==> src/rtl/atomik_core_v2.sv <==
// XOR delta-accumulation state core.
// Holds a loaded initial state plus an XOR accumulator of deltas and rebuilds
// current state = initial ^ accumulator on READ. Re-applying the same deltas
// cancels them, which gives rollback for free.
// Optional feature macro: ATOMIK_DELTA_COUNT_EN adds a saturating delta_count.
module atomik_core_v2 #(
    parameter int unsigned DATA_WIDTH  = 64,
    parameter int unsigned COUNT_WIDTH = 32
) (
    input  logic                   clk,
    input  logic                   rst_n,
    input  logic [1:0]             operation,
    input  logic [DATA_WIDTH-1:0]  data_in,
    output logic [DATA_WIDTH-1:0]  data_out,
    output logic                   data_valid,
    output logic                   accumulator_zero,
    output logic [DATA_WIDTH-1:0]  debug_initial_state,
    output logic [DATA_WIDTH-1:0]  debug_accumulator
`ifdef ATOMIK_DELTA_COUNT_EN
    ,
    output logic [COUNT_WIDTH-1:0] delta_count
`endif
);

    typedef enum logic [1:0] {
        OpNop  = 2'b00,
        OpLoad = 2'b01,
        OpAcc  = 2'b10,
        OpRead = 2'b11
    } op_e;

    op_e                   op;
    logic [DATA_WIDTH-1:0] init_q, init_d;
    logic [DATA_WIDTH-1:0] acc_q, acc_d;
    logic [DATA_WIDTH-1:0] dout_q, dout_d;
    logic                  valid_q, valid_d;

    assign op = op_e'(operation);

    // Next-state decode for the state, accumulator and read-out registers.
    always_comb begin
        init_d  = init_q;
        acc_d   = acc_q;
        dout_d  = dout_q;
        valid_d = 1'b0;
        unique case (op)
            OpNop:  ;
            OpLoad: begin
                init_d = data_in;
                acc_d  = '0;
            end
            OpAcc:  acc_d = acc_q ^ data_in;
            OpRead: begin
                // Uses pre-edge register values, so a READ never sees its own cycle.
                dout_d  = init_q ^ acc_q;
                valid_d = 1'b1;
            end
            default: ;
        endcase
    end

    // State registers with synchronous active-low reset.
    always_ff @(posedge clk) begin
        if (!rst_n) begin
            init_q  <= '0;
            acc_q   <= '0;
            dout_q  <= '0;
            valid_q <= 1'b0;
        end else begin
            init_q  <= init_d;
            acc_q   <= acc_d;
            dout_q  <= dout_d;
            valid_q <= valid_d;
        end
    end

    assign data_out            = dout_q;
    assign data_valid          = valid_q;
    assign accumulator_zero    = (acc_q == '0);
    assign debug_initial_state = init_q;
    assign debug_accumulator   = acc_q;

`ifdef ATOMIK_DELTA_COUNT_EN
    logic [COUNT_WIDTH-1:0] cnt_q, cnt_d;

    // Delta counter: cleared by LOAD, saturates at all-ones.
    always_comb begin
        cnt_d = cnt_q;
        if (op == OpLoad) begin
            cnt_d = '0;
        end else if (op == OpAcc && cnt_q != '1) begin
            cnt_d = cnt_q + COUNT_WIDTH'(1);
        end
    end

    // Counter register with synchronous active-low reset.
    always_ff @(posedge clk) begin
        if (!rst_n) begin
            cnt_q <= '0;
        end else begin
            cnt_q <= cnt_d;
        end
    end

    assign delta_count = cnt_q;
`endif

endmodule

==> config.mk <==
export PLATFORM = sky130hd
export DESIGN_NAME = atomik_core_v2
export DESIGN_NICKNAME = d
export VERILOG_FILES = /design/src/rtl/atomik_core_v2.sv
export SDC_FILE = /design/constraint.sdc
export NUM_CORES = 1
export LEC_CHECK = 0
export ABC_AREA = 1
export CAP_MARGIN = 20
export CORE_MARGIN = 1.5
export CORE_UTILIZATION = 30
export CTS_BUF_LIST = sky130_fd_sc_hd__clkbuf_8
export DETAILED_ROUTE_END_ITERATION = 12
export PLACE_DENSITY_LB_ADDON = 0.05
export SYNTH_ARGS = -nofsm -noshare
export SYNTH_HDL_FRONTEND = slang
export SYNTH_SLANG_ARGS = --single-unit
==> constraint.sdc <==
create_clock -name clk -period 2.32 [get_ports clk]
set_clock_uncertainty 0.15 [all_clocks]
set_input_delay 0.348 -clock clk [delete_from_list [all_inputs] [get_ports clk]]
set_output_delay 0.348 -clock clk [all_outputs]
set_load 0.02 [all_outputs]
==> reports/results.txt, run 1 <==
Full die area: 28000 µm²
Met1 Wirelength: 12.3 mm
Row Count: 59
Critical-path maximum fanout: 2
Core Util, Final: 45.4%
Sw power: 0.00251 W
Final worst slack: 0.180 ns
Sw Ratio: 32.2%
Metal2 WL: 11.9 mm
CTS tree: yes
Maximum clock path buffer count: 2
Largest net degree at the start of global routing: 50
Initial Utilization: 30.8%
Kind of critical path: register to primary output
Root buffer cell: clkbuf_8
Crit-path cells: inv_1 -> nand2_1 -> nor2_1 -> nand2_1 -> nor2_2 -> nand2_2 -> nor2_1 -> buf_4
Post-synthesis cell count: 1055
Clock latency on the worst-skew pair: 0.46 ns
Tmin final: 2.14 ns
Worst min path class: input port to register
Top sig layer: met5
I/O Buffers: 261
Worst EP required: 1.82 ns
Slew Viols, Final: 0
CP Launch Type: register
Met3 WL: 1.55 mm
Max-cap violations: 0
Vias: 7655
DR pass1 iterations: 5
Vias in the first global route: 7313
Crit-path max cell delay: 0.34 ns
Final RePlAce weighted congestion: 0.742
R2R depth: 4
GRT Overall Usage: 18.6%
Post-synth cell types: 21
Static leakage: 5.57 nW
GRT overflow: 0
Fin Setup TNS: 0 ns
Number of synthesized register bits: 193
Final non-filler cell area: 11900 µm²
CTS Buf Count: 17
Most common cell in the netlist: nor2_1
Synthesized cell area: 8100 µm²
Post-Place Worst Slack: 0.110 ns
Period utilisation layout: 92.3%
Routed wire length per instance: 15.3 µm
Nets: 1421
DRC Markers: 0
Outcome: completed
Worst-Margin Slew: 0.406 ns
Commonest cells in the netlist: nor2_1, dfxtp_1, inv_1, o21ai_0, a21oi_1
Synthesized Nets: 1126
Slowest-stage cell, CP: dfxtp_1
Fraction of layout cells with a size suffix above 1: 9.39%
Post-synth top area cell: dfxtp_1
Final Hold Vio Count: 0
EDFF count, synth: 0
Die Y: 167 µm
Achievable Freq: 0.467 GHz
Final setup fails: 0
Synth top area cells: dfxtp_1, nor2_1, o21ai_0
Clock Pin Slew Worst Setup and Hold Paths: 0.12 ns
Crit end category: primary output
Clock share of power: 28.6%
Combinational power share: 24.0%
Die X-Extent: 167 µm
Share of flip-flops with an asynchronous set or reset: 0%
DP Wirelength: 18.0 mm
Routed Antenna Nets: 0
Core area: 26300 µm²
DP Area: 11500 µm²
Power per cell area: 653 nW/µm²
Clk sinks: 193
Avg Cell Area, Syn: 7.68 µm²
Ant diodes: 0
First-pass GRT wire length: 41.0 mm
Data arrival, critical path: 1.64 ns
Synth top area share: 47.7%
Synth warn: 0
RSZ-0062 raised after global routing: no
# hold bufs at CTS: 0
Internal Pwr Total: 0.00528 W
Initial DRC Count: 415
Worst IR drop on VDD: 0.310 mV
Worst hold stages: 3
Vias/cell: 4.51
Post-CTS Setup Inserts: 0
I/O Pins: 262
Synthesis-to-layout area growth: 47.2%
Seq/Total Area, Yosys: 47.7%
Ys flop type: dfxtp_1
WL final: 25.9 mm
Initial antenna violation count: 1
Reg power frac: 47.4%
Relative slew slack: 73.0%
H-tree level count: 4
## cell type report
type                            instances  area, µm²
Fill cell                            2682      14400
Sequential cell                       193       3860
Multi-Input combinational cell        668       3440
Timing Repair Buffer                  335       3300
Inverter                              135        509
Tap cell                              335        419
Clock buffer                           20        275
Clock inverter                         12        114
## layout by cell type, fill, tap and decap left out, drive strengths merged, types with 3 or more instances in the layout
cell	instances
nand4	4
inv	141
clkinv	5
a21oi	96
nand2	23
ha	3
nor3	96
and3	32
nor2	221
buf	76
dfxtp	193
clkbuf	20
o21ai	129
clkdlybuf4s50	259
xor2	64
## flip-flops by register name, indices dropped and copies added (netlist names)
register             cells
data_valid               1
debug_accumulator       64
debug_initial_state     64
data_out                64
## power by group through the flow
stage	Clock [W]	Sequential (W)	Combinational, W
floorplan	0	0.00406	0.000658
detailed placement	0	0.00377	0.00188
finish	0.00223	0.00369	0.00187
global placement	0	0.00377	0.00188
global route	0.00246	0.00372	0.00205
CTS	0.00233	0.00369	0.00189
## through the flow
step                hold slack [ns]  power, W  std cells
finish                        0.186   0.00779       1698
detailed placement            0.381   0.00565       1666
global placement              0.375   0.00564       1666
floorplan                     0.333   0.00472       1055
global route                  0.164   0.00824       1698
CTS                           0.153   0.00792       1698
## logic make-up after synthesis
family,after synthesis,share of synthesized area (%)
AND/OR/NAND/NOR,376,20.6
AO/OA/AOI/OAI,225,14.0
buffers and inverters,194,10.2
flip-flops,193,47.7
XOR/XNOR,64,6.92
adder cells (fa/ha/maj),3,0.464
## final timing paths
path                            slack, ns               startpoint                 endpoint
worst min register to register       0.40  debug_initial_state[14]  debug_initial_state[14]
worst min-delay path                 0.19                    rst_n  debug_initial_state[10]
worst max register to register       1.24     debug_accumulator[2]              data_out[2]
worst max-delay path                 0.18    debug_accumulator[17]         accumulator_zero
## per-layer routing
metal | vias to the layer above | GRT usage (%)
li1 | 3965 | -
met1 | 3503 | 24.6
met2 | 179 | 30.2
met3 | 6 | 5.46
met4 | 2 | 3.53
met5 | - | 0
## worst max-delay path: cells and delay by family (launching register included)
| family | cells | cell delay (ns) |
|---|---|---|
| flops | 1 | 0.34 |
| buf+inv | 2 | 0.22 |
| simple gates | 6 | 0.60 |
## repair_timing
item / in CTS / in global routing
endpoints found under the setup margin: 1 / 1
gates cloned: 0 / 0
gates resized for setup: 4 / 4
Power figures use the tool's default switching activity.
==> inputs of run 2 (changes only) <==
clock period = 1.9 ns   (was 2.32 ns; I/O delays follow)
==> run 2 against run 1 <==
Against the previous run: the run now ends with negative setup slack left; hold slack lost 0.011 ns; design area up 2.4%; critical path type unchanged; die area did not move; count of clock-buffer cells in the layout unchanged; first-iteration DRC count down 8.2%; total power grew 22%; non-clock buffer count rose by 44; core utilization rose by 1.1 points; combinational power is 21% higher; critical path depth stayed put; critical endpoint unchanged.
==> reports/results.txt, run 2 (same netlist as run 1, synthesis figures left out) <==
CTS tree: yes (unchanged)
Clock Pin Slew Worst Setup and Hold Paths: 0.12 ns (about the same)
I/O Buffers: 261 (unchanged)
WL final: 26.3 mm (was 25.9 mm)
Maximum clock path buffer count: 2 (unchanged)
Tmin final: 2.01 ns
GRT Overall Usage: 18.7% (was 18.6%)
Kind of critical path: register to primary output (unchanged)
Worst EP required: 1.46 ns (was 1.82 ns)
First-pass GRT wire length: 40.9 mm (was 41.0 mm)
GRT overflow: 0 (unchanged)
Met3 Track Usage GR: 5.86% (was 5.46%)
Static leakage: 6.95 nW (was 5.57 nW)
Final worst slack: -0.114 ns (was 0.180 ns)
Clk sinks: 193 (unchanged)
Worst IR drop on VDD: 0.308 mV (was 0.310 mV)
Routing usage on met2: 30.7% (was 30.2%)
Post-Place Worst Slack: -0.219 ns (was 0.110 ns)
Final RePlAce weighted congestion: 0.742 (unchanged)
Row Count: 59 (unchanged)
Vias in the first global route: 7238 (was 7313)
Outcome: finished, violations left (was completed)
RSZ-0062 raised after global routing: yes (was no)
Placed insts: 1709 (was 1666)
Failing checks: negative setup slack
Power per cell area: 776 nW/µm² (was 653 nW/µm²)
Busiest grt layer: met2 (unchanged)
Crit end category: primary output (unchanged)
Full die area: 28000 µm² (unchanged)
Vias: 7827 (was 7655)
CP Launch Type: register (unchanged)
Ant diodes: 0 (unchanged)
R2R depth: 4 (unchanged)
Final setup fails: 1 (was 0)
# hold bufs at CTS: 0 (unchanged)
Synthesis-to-layout area growth: 50.8% (was 47.2%)
H-tree level count: 4 (unchanged)
Core area: 26300 µm² (unchanged)
Worst-Margin Slew: 0.399 ns (was 0.406 ns)
Vias/cell: 4.49 (was 4.51)
Max-cap violations: 0 (unchanged)
Routed wire length per instance: 15.1 µm (was 15.3 µm)
Most common cell after layout, fill and taps aside: nor2_1 (was clkdlybuf4s50_1)
Nets: 1465 (was 1421)
Finished Layout Cells: 1742 (was 1698)
Largest net degree at the start of global routing: 39 (was 50)
Initial DRC Count: 381 (was 415)
Final Hold Vio Count: 0 (unchanged)
Initial Utilization: 30.8% (unchanged)
DR pass1 iterations: 4 (was 5)
Routed Antenna Nets: 0 (unchanged)
Worst hold stages: 4 (was 3)
Core Util, Final: 46.5% (was 45.4%)
CTS Buf Count: 17 (unchanged)
Fin Setup TNS: -0.114 ns (was 0 ns)
Die Y: 167 µm (unchanged)
Critical-path maximum fanout: 2 (unchanged)
DP Wirelength: 18.5 mm (was 18.0 mm)
Fraction of layout cells with a size suffix above 1: 14.1% (was 9.39%)
Data arrival, critical path: 1.58 ns (was 1.64 ns)
Initial antenna violation count: 1 (unchanged)
Achievable Freq: 0.496 GHz
Period utilisation layout: 106%
DRC Markers: 0 (unchanged)
Die X-Extent: 167 µm (unchanged)
Most frequent cells in the layout: nor2_1, dfxtp_1, dlygate4sd2_1, o21ai_0, inv_1 (was clkdlybuf4s50_1, nor2_1, dfxtp_1, inv_1, o21ai_0)
Slew Viols, Final: 0 (unchanged)
Root buffer cell: clkbuf_8 (unchanged)
I/O Pins: 262 (unchanged)
Clock latency on the worst-skew pair: 0.46 ns (about the same)
Relative slew slack: 73.4% (was 73.0%)
Worst min path class: input port to register (unchanged)
Met1 usage: 24.0% (was 24.6%)
-- run 2: where the power goes --
| part | total, W | leakage, nW | internal [W] | switching [W] |
|---|---|---|---|---|
| Combinational | 0.00226 | 5.16 | 0.000982 | 0.00128 |
| Clock | 0.00273 | 0.198 | 0.00107 | 0.00166 |
| Sequential | 0.00449 | 1.59 | 0.00432 | 0.000165 |
| Total | 0.00947 | 6.95 | 0.00637 | 0.00310 |
-- run 2: routing by layer --
layer  routed length (µm)  vias to the layer above
met5                   13                        -
met4                  130                        2
met2                12100                      183
met1                12200                     3560
li1                     -                     4072
met3                 1790                       10
-- run 2: what timing repair did --
action / in CTS / in global routing
resized for setup: 177 / 53
buffers inserted: 1 / 0
setup endpoints to repair: 158 / 35
pin swaps: 13 / 7
-- run 2: path summary, 6_finish.rpt --
path | from | to | slack (ns)
min | rst_n | debug_initial_state[9] | 0.17
min reg2reg | debug_initial_state[14] | debug_initial_state[14] | 0.39
max reg2reg | debug_accumulator[25] | data_out[25] | 0.80
max | debug_accumulator[15] | accumulator_zero | -0.11
-- run 2: final cells by class --
class,instances,area (µm²)
Clock inverter,12,119
Sequential cell,193,3870
Multi-Input combinational cell,668,3480
Tap cell,335,419
Fill cell,2778,14100
Clock buffer,20,275
Timing Repair Buffer,379,3530
Inverter,135,509
-- run 2: worst max-delay path: stages (launching register included) --
cell and delay [ns]:
dfxtp_2 0.34, inv_2 0.05, nand2_2 0.05, nor2_2 0.10, nand2_1 0.08, nor2_2 0.14
nand2_2 0.11, nor2_4 0.09, buf_6 0.12
-- run 2: through the flow --
step	power [W]	hold WS, ns	instance area (µm²)
after floorplan	0.00576	0.270	8100
after global placement	0.00698	0.372	11900
after detailed placement	0.00699	0.374	11900
after CTS	0.00962	0.138	12100
after global routing	0.0100	0.142	12200
final	0.00947	0.175	12200
